===== config.mk =====
export PLATFORM = sky130hd
export DESIGN_NAME = ipd_inst_queue
export DESIGN_NICKNAME = d
export VERILOG_FILES = /design/src/rtl/ipd_inst_queue.sv
export SDC_FILE = /design/constraint.sdc
export NUM_CORES = 1
export LEC_CHECK = 0
export BUFFER_PORTS_ARGS = -buffer_cell sky130_fd_sc_hd__buf_2
export CORE_MARGIN = 1.5
export CORE_UTILIZATION = 51
export DETAILED_ROUTE_END_ITERATION = 8
export MAX_ROUTING_LAYER = met4
export PLACE_DENSITY = 0.76
export SLEW_MARGIN = 30
export SYNTH_ARGS = -nofsm -noshare
export SYNTH_HDL_FRONTEND = slang
export SYNTH_SLANG_ARGS = --single-unit

===== constraint.sdc =====
create_clock -name clk -period 3.05 [get_ports clk]
set_input_delay 0.1525 -clock clk [delete_from_list [all_inputs] [get_ports clk]]
set_output_delay 0.1525 -clock clk [all_outputs]
set_load 0.05 [all_outputs]

===== src/rtl/ipd_inst_queue.sv =====
// Instruction pre-decode queue between fetch and ID: buffers {pc, pred_pc, inst}, decodes the head entry.
// Build option IPD_QUEUE_BYPASS_EN: present an arriving instruction to ID in its arrival cycle when the queue holds only that entry.
module ipd_inst_queue #(
    parameter int DEPTH = 4,
    parameter int PC_W  = 32
) (
    input  logic            clk,
    input  logic            reset,
    input  logic            if_valid,
    input  logic [PC_W-1:0] if_pc,
    input  logic [PC_W-1:0] if_pred_pc,
    output logic            ipd_allow_in,
    input  logic [31:0]     inst_ram_r_data,
    input  logic            br_cancel,
    input  logic            id_allow_in,
    output logic            id_valid,
    output logic [25:0]     id_inst_type,
    output logic [PC_W-1:0] id_pred_pc,
    output logic [PC_W-1:0] id_pc,
    output logic [31:0]     id_imm,
    output logic [4:0]      id_rf_waddr,
    output logic [4:0]      id_rf_raddr2,
    output logic [4:0]      id_rf_raddr1
);
    localparam int PTR_W = (DEPTH > 1) ? $clog2(DEPTH) : 1;
    localparam int CNT_W = PTR_W + 1;
    localparam logic [CNT_W-1:0] DEPTH_C = CNT_W'(DEPTH);

    logic [PTR_W-1:0] head_q, head_d, tail_q, tail_d, pend_idx_q, pend_idx_d;
    logic [CNT_W-1:0] count_q, count_d;
    logic             pend_q, pend_d;
    logic [DEPTH-1:0] rdy_q, rdy_d;
    logic [PC_W-1:0]  pc_q   [DEPTH];
    logic [PC_W-1:0]  pc_d   [DEPTH];
    logic [PC_W-1:0]  pred_q [DEPTH];
    logic [PC_W-1:0]  pred_d [DEPTH];
    logic [31:0]      inst_q [DEPTH];
    logic [31:0]      inst_d [DEPTH];

    logic        accept, pop, byp;
    logic [31:0] head_inst;

    assign ipd_allow_in = (count_q < DEPTH_C);
    assign accept       = if_valid & ipd_allow_in & ~br_cancel;

`ifdef IPD_QUEUE_BYPASS_EN
    // The awaiting entry is the head only when it is the sole occupant.
    assign byp = pend_q & (pend_idx_q == head_q) & ~rdy_q[head_q];
`else
    assign byp = 1'b0;
`endif

    assign id_valid  = rdy_q[head_q] | byp;
    assign pop       = id_valid & id_allow_in & ~br_cancel;
    assign head_inst = byp ? inst_ram_r_data : inst_q[head_q];

    always_comb begin
        head_d     = head_q;
        tail_d     = tail_q;
        count_d    = count_q;
        pend_d     = 1'b0;
        pend_idx_d = pend_idx_q;
        rdy_d      = rdy_q;
        pc_d       = pc_q;
        pred_d     = pred_q;
        inst_d     = inst_q;

        // A bypassed entry popped in its arrival cycle is never stored.
        if (pend_q && !(byp && pop)) begin
            inst_d[pend_idx_q] = inst_ram_r_data;
            rdy_d[pend_idx_q]  = 1'b1;
        end
        if (pop) begin
            rdy_d[head_q] = 1'b0;
            head_d        = head_q + PTR_W'(1);
        end
        if (accept) begin
            pc_d[tail_q]   = if_pc;
            pred_d[tail_q] = if_pred_pc;
            rdy_d[tail_q]  = 1'b0;
            tail_d         = tail_q + PTR_W'(1);
            pend_d         = 1'b1;
            pend_idx_d     = tail_q;
        end
        count_d = count_q + CNT_W'(accept) - CNT_W'(pop);

        if (br_cancel) begin
            head_d  = '0;
            tail_d  = '0;
            count_d = '0;
            pend_d  = 1'b0;
            rdy_d   = '0;
        end
    end

    always_ff @(posedge clk) begin
        if (reset) begin
            head_q     <= '0;
            tail_q     <= '0;
            count_q    <= '0;
            pend_q     <= 1'b0;
            pend_idx_q <= '0;
            rdy_q      <= '0;
        end else begin
            head_q     <= head_d;
            tail_q     <= tail_d;
            count_q    <= count_d;
            pend_q     <= pend_d;
            pend_idx_q <= pend_idx_d;
            rdy_q      <= rdy_d;
        end
        pc_q   <= pc_d;
        pred_q <= pred_d;
        inst_q <= inst_d;
    end

    function automatic logic [25:0] dec_type(input logic [31:0] i);
        logic [25:0] t;
        t     = '0;
        t[25] = (i[31:22] == 10'h00A);  // addi.w
        t[24] = (i[31:15] == 17'h00020);
        t[23] = (i[31:15] == 17'h00022);
        t[22] = (i[31:15] == 17'h0002A);
        t[21] = (i[31:22] == 10'h00E);  // ori
        t[20] = (i[31:15] == 17'h00028);
        t[19] = (i[31:22] == 10'h00D);  // andi
        t[18] = (i[31:15] == 17'h00029);
        t[17] = (i[31:15] == 17'h0002B);
        t[16] = (i[31:15] == 17'h00089);
        t[15] = (i[31:15] == 17'h00081);
        t[14] = (i[31:15] == 17'h00091);
        t[13] = (i[31:25] == 7'h0A);
        t[12] = (i[31:25] == 7'h0E);
        t[11] = (i[31:15] == 17'h00024);
        t[10] = (i[31:15] == 17'h00025);
        t[9]  = (i[31:15] == 17'h00038);
        t[8]  = (i[31:26] == 6'h13);
        t[7]  = (i[31:26] == 6'h14);
        t[6]  = (i[31:26] == 6'h16);
        t[5]  = (i[31:26] == 6'h17);
        t[4]  = (i[31:26] == 6'h15);
        t[3]  = (i[31:22] == 10'h0A6);
        t[2]  = (i[31:22] == 10'h0A2);
        t[1]  = (i[31:22] == 10'h0A4);
        t[0]  = (i[31:22] == 10'h0A0);
        return t;
    endfunction

    function automatic logic [31:0] dec_imm(input logic [31:0] i, input logic [25:0] t);
        if (t[25] || (|t[3:0]))      return {{20{i[21]}}, i[21:10]};
        if (t[21] || t[19])          return {20'b0, i[21:10]};
        if (t[16] || t[15] || t[14]) return {27'b0, i[14:10]};
        if (t[13] || t[12])          return {i[24:5], 12'b0};
        if (t[8] || t[6] || t[5])    return {{14{i[25]}}, i[25:10], 2'b00};
        if (t[7] || t[4])            return {{4{i[9]}}, i[9:0], i[25:10], 2'b00};
        return 32'b0;
    endfunction

    logic alu3, alui, rd_src1, rd_src2, wr_rd;

    always_comb begin
        id_inst_type = dec_type(head_inst);
        alu3    = |{id_inst_type[24:22], id_inst_type[20], id_inst_type[18:17], id_inst_type[11:9]};
        alui    = |{id_inst_type[25], id_inst_type[21], id_inst_type[19], id_inst_type[16:14]};
        rd_src1 = alui | id_inst_type[8] | id_inst_type[6] | id_inst_type[5] | (|id_inst_type[3:0]);
        rd_src2 = id_inst_type[6] | id_inst_type[5] | id_inst_type[3] | id_inst_type[1];
        wr_rd   = alu3 | alui | id_inst_type[13] | id_inst_type[12] | id_inst_type[8]
                | id_inst_type[2] | id_inst_type[0];

        id_rf_raddr1 = alu3 ? head_inst[14:10] : (rd_src1 ? head_inst[9:5] : 5'd0);
        id_rf_raddr2 = alu3 ? head_inst[9:5]   : (rd_src2 ? head_inst[4:0] : 5'd0);
        id_rf_waddr  = wr_rd ? head_inst[4:0] : 5'd0;
        id_imm       = dec_imm(head_inst, id_inst_type);
    end

    assign id_pc      = pc_q[head_q];
    assign id_pred_pc = pred_q[head_q];

endmodule


==> results.py <==
metrics = {
    "clock_tree": {
        "cts.sinks": 398,
        "cts-buffers-inserted": 40,
        "clk_latency_ps": 540,
        "cts_root_buffer": "clkbuf_16",
        "cts_max_level": 2,
        "cts_tree": "built",
        "clkTransAtPathRegs_ps": 60,
        "cts_buffer_depth": 3,
    },
    "yosys": {
        "yosysWarnings": 0,
        "synth_top_area_cell": "edfxtp_1",
        "avgSynthCellArea_um2": 20.65,
        "ys_types": 56,
        "synthFlopType": "edfxtp_1",
        "synth_async_sr_flop_share_pct": 0,
        "ys_ff_latch": 398,
        "synthTopCellsByArea": "edfxtp_1 (73%), mux4_2 (12%), mux4_1 (1.8%), dfxtp_1 (1.8%), nor2_1 (1.1%)",
        "synth_edf_count": 384,
        "synth_top_area_share_pct": 72.98,
        "synth_area_um2": 15800,
        "yosysSeqAreaShare_pct": 74.75,
        "synth.net_count": 877,
        "syn-instance-count": 765,
    },
    "floorplanning": {
        "die_h_um": 179.0,
        "core_um2": 30510,
        "dieArea_um2": 32050,
        "rows": 64,
        "die_w_um": 179.0,
        "io_pins": 240,
        "initial_core_util_pct": 51.79,
    },
    "global_route": {
        "grt-ovfl-total": 0,
        "antenna_found_initial": 3,
        "grt_pass1_wl_um": 55260,
        "track_usage_pct": 24.01,
        "grt_max_degree": 67,
        "grt_pass1_vias": 9580,
    },
    "worst_setup_path": {
        "rrSetupSlack_ps": 160,
        "crit_fanout": 6,
        "critical_path_class": "reg2out",
        "reg2reg_to": "count_q[2]$_SDFF_PP0_",
        "critPathCaptureType": "output port",
        "crit_path_start_kind": "flop",
        "reg2reg_from": "head_q[0]$_SDFFE_PP0P_",
        "worst_ep_arrival_time_ps": 3370,
        "critPathRequiredTime_ps": 2900,
        "reg2reg_depth": 16,
    },
    "pwr": {
        "p_seq_share_pct": 52.9,
        "p_int_mw": 9.040,
        "irDropWorstVdd_mv": 0.5150,
        "finalPower_mw": 11.50,
        "power.share.combinational_pct": 6.3,
        "p_sw_mw": 2.455,
        "power_switching_share_pct": 21.36,
        "powerDensity_nw_per_um2": 531.2,
        "clkPwrFrac_pct": 40.8,
        "leakagePower_nw": 7.601,
    },
    "drt": {
        "drc": 0,
        "ant_nets": 0,
        "wire_per_inst_um": 25.12,
        "vias_per_cell": 5.874,
        "vias": 9516,
        "drt_iter0_drc": 845,
        "dr.pass1.iters": 5,
        "wirelength_um": 40700,
    },
    "placed_design": {
        "port_buffers": 239,
        "hpwlAfterDp_um": 21300,
        "dp_cells": 1411,
        "finalWeightedCongestion": 0.9778,
        "preCtsSetupSlack_ps": -52.01,
    },
    "sta": {
        "fin_crit_sh_pct": 115.4,
        "fmax_ghz": 0.2841,
        "post-route-min-period_ps": 3520,
        "fin_setup_tns_ps": -20110,
        "max_slew_margin_pct": 54.63,
        "rsz0062_at_grt": "yes",
        "fin_ws_ps": -470.4,
        "setup_viol": 68,
        "finalClockSkew_ps": 32.14,
        "worst_pin_slew_ps": 680.6,
        "maxSlewViolCount": 0,
        "hold_viol": 0,
    },
    "hold_path": {
        "holdPathStages": 5,
        "holdCritPathClass": "in2reg",
        "worstHoldStart": "id_allow_in",
        "min_to": "head_q[1]$_SDFFE_PP0P_",
    },
    "job": {
        "drv_cap": 0,
    },
    "cells_and_area": {
        "instances_no_fill": 1620,
        "fin_util_pct": 70.93,
        "drive_gt1_share_pct": 48.08,
        "mostFrequentLayoutCell": "edfxtp_1",
        "syn_to_final_growth_pct": 36.96,
        "final_cell_mix": "edfxtp_1 (384), buf_2 (168), dlygate4sd3_1 (98)",
        "fin_nets": 1302,
    },
    "status": {
        "outcome": "finished with violations",
        "violations": "negative setup slack",
    },
}
## logic make-up after synthesis
family | synth area share (%)
compound gates | 3.571
flops | 74.75
buf+inv | 1.964
simple gates | 4.229
mux | 14.34
xor+xnor | 0.2217
fa+ha+maj | 0.9186
## critical path, stage by stage (launching register included)
cell	delay (ps)
dfxtp_4	370
buf_6	120
mux4_2	510
or4_4	640
nor4_4	380
buf_4	190
a22oi_2	210
a21boi_2	240
buf_6	180
## metal layers
metal	vias to the layer above	wire length, um	global-route usage, %
met4	0	1581	8.403
met5	-	0	-
met2	563	20640	39.80
li1	4011	-	-
met3	118	4144	6.531
met1	4824	14330	28.40
## state kept, by name (all words and copies together), names as in the netlist
| register | count |
|---|---|
| inst_q | 128 |
| head_q | 2 |
| rdy_q | 4 |
| pend_idx_q | 2 |
| count_q | 3 |
| pred_q | 128 |
| pc_q | 128 |
| pend_q | 1 |
| tail_q | 2 |
## worst max path at each step
stage,from,to
6_report,head_q[0]$_SDFFE_PP0P_,id_rf_waddr[1]
5_1_grt,head_q[0]$_SDFFE_PP0P_,id_rf_raddr1[2]
4_1_cts,head_q[0]$_SDFFE_PP0P_,id_rf_raddr1[4]
3_5_place_dp,head_q[0]$_SDFFE_PP0P_,id_imm[7]
3_3_place_gp,head_q[0]$_SDFFE_PP0P_,id_imm[7]
2_1_floorplan,head_q[0]$_SDFFE_PP0P_,id_inst_type[10]
## synthesized netlist by cell type (all sizes together), types with 7 or more instances
| master | count |
|---|---|
| nand2 | 20 |
| nor3 | 10 |
| buf | 23 |
| o21ai | 13 |
| a22oi | 10 |
| nor2 | 47 |
| inv | 21 |
| edfxtp | 384 |
| mux4 | 97 |
| clkbuf | 15 |
| and2 | 8 |
| a22o | 17 |
| dfxtp | 14 |
| a211oi | 11 |
| ha | 10 |
| nand2b | 7 |
## per-stage QoR
stage               instance area, um2  hold WS [ps]
finish                           21640         112.8
global route                     21640         122.0
CTS                              20760         20.83
detailed placement               17900         349.3
global placement                 17900         344.3
floorplan                        15970         224.9
## area by class of cell
cell class                 count  area [um2]
timing repair buffer         420        3620
multi-input combinational    309        4354
antenna                        3       7.507
clock buffer                  49        1035
sequential                   398       11820
fill                        1753        8870
clock inverter                24       227.7
tap                          396       495.5
inverter                      21       81.33
## power groups by stage
stage	logic (mW)	clock network (mW)	registers, mW
floorplan	0.322	0	6.20
global placement	0.538	0	6.19
detailed placement	0.550	0	6.20
CTS	0.677	4.75	6.08
global route	0.756	4.98	6.08
finish	0.720	4.69	6.08
## timing repair
item,CTS,global route
pin swaps,35,28
buffers inserted,10,20
gates resized for setup,176,143
cloned,2,4
setup endpoints to repair,70,74
endpoints found under the hold margin,387,0
hold buffers,98,0
Power figures use the tool's default switching activity.
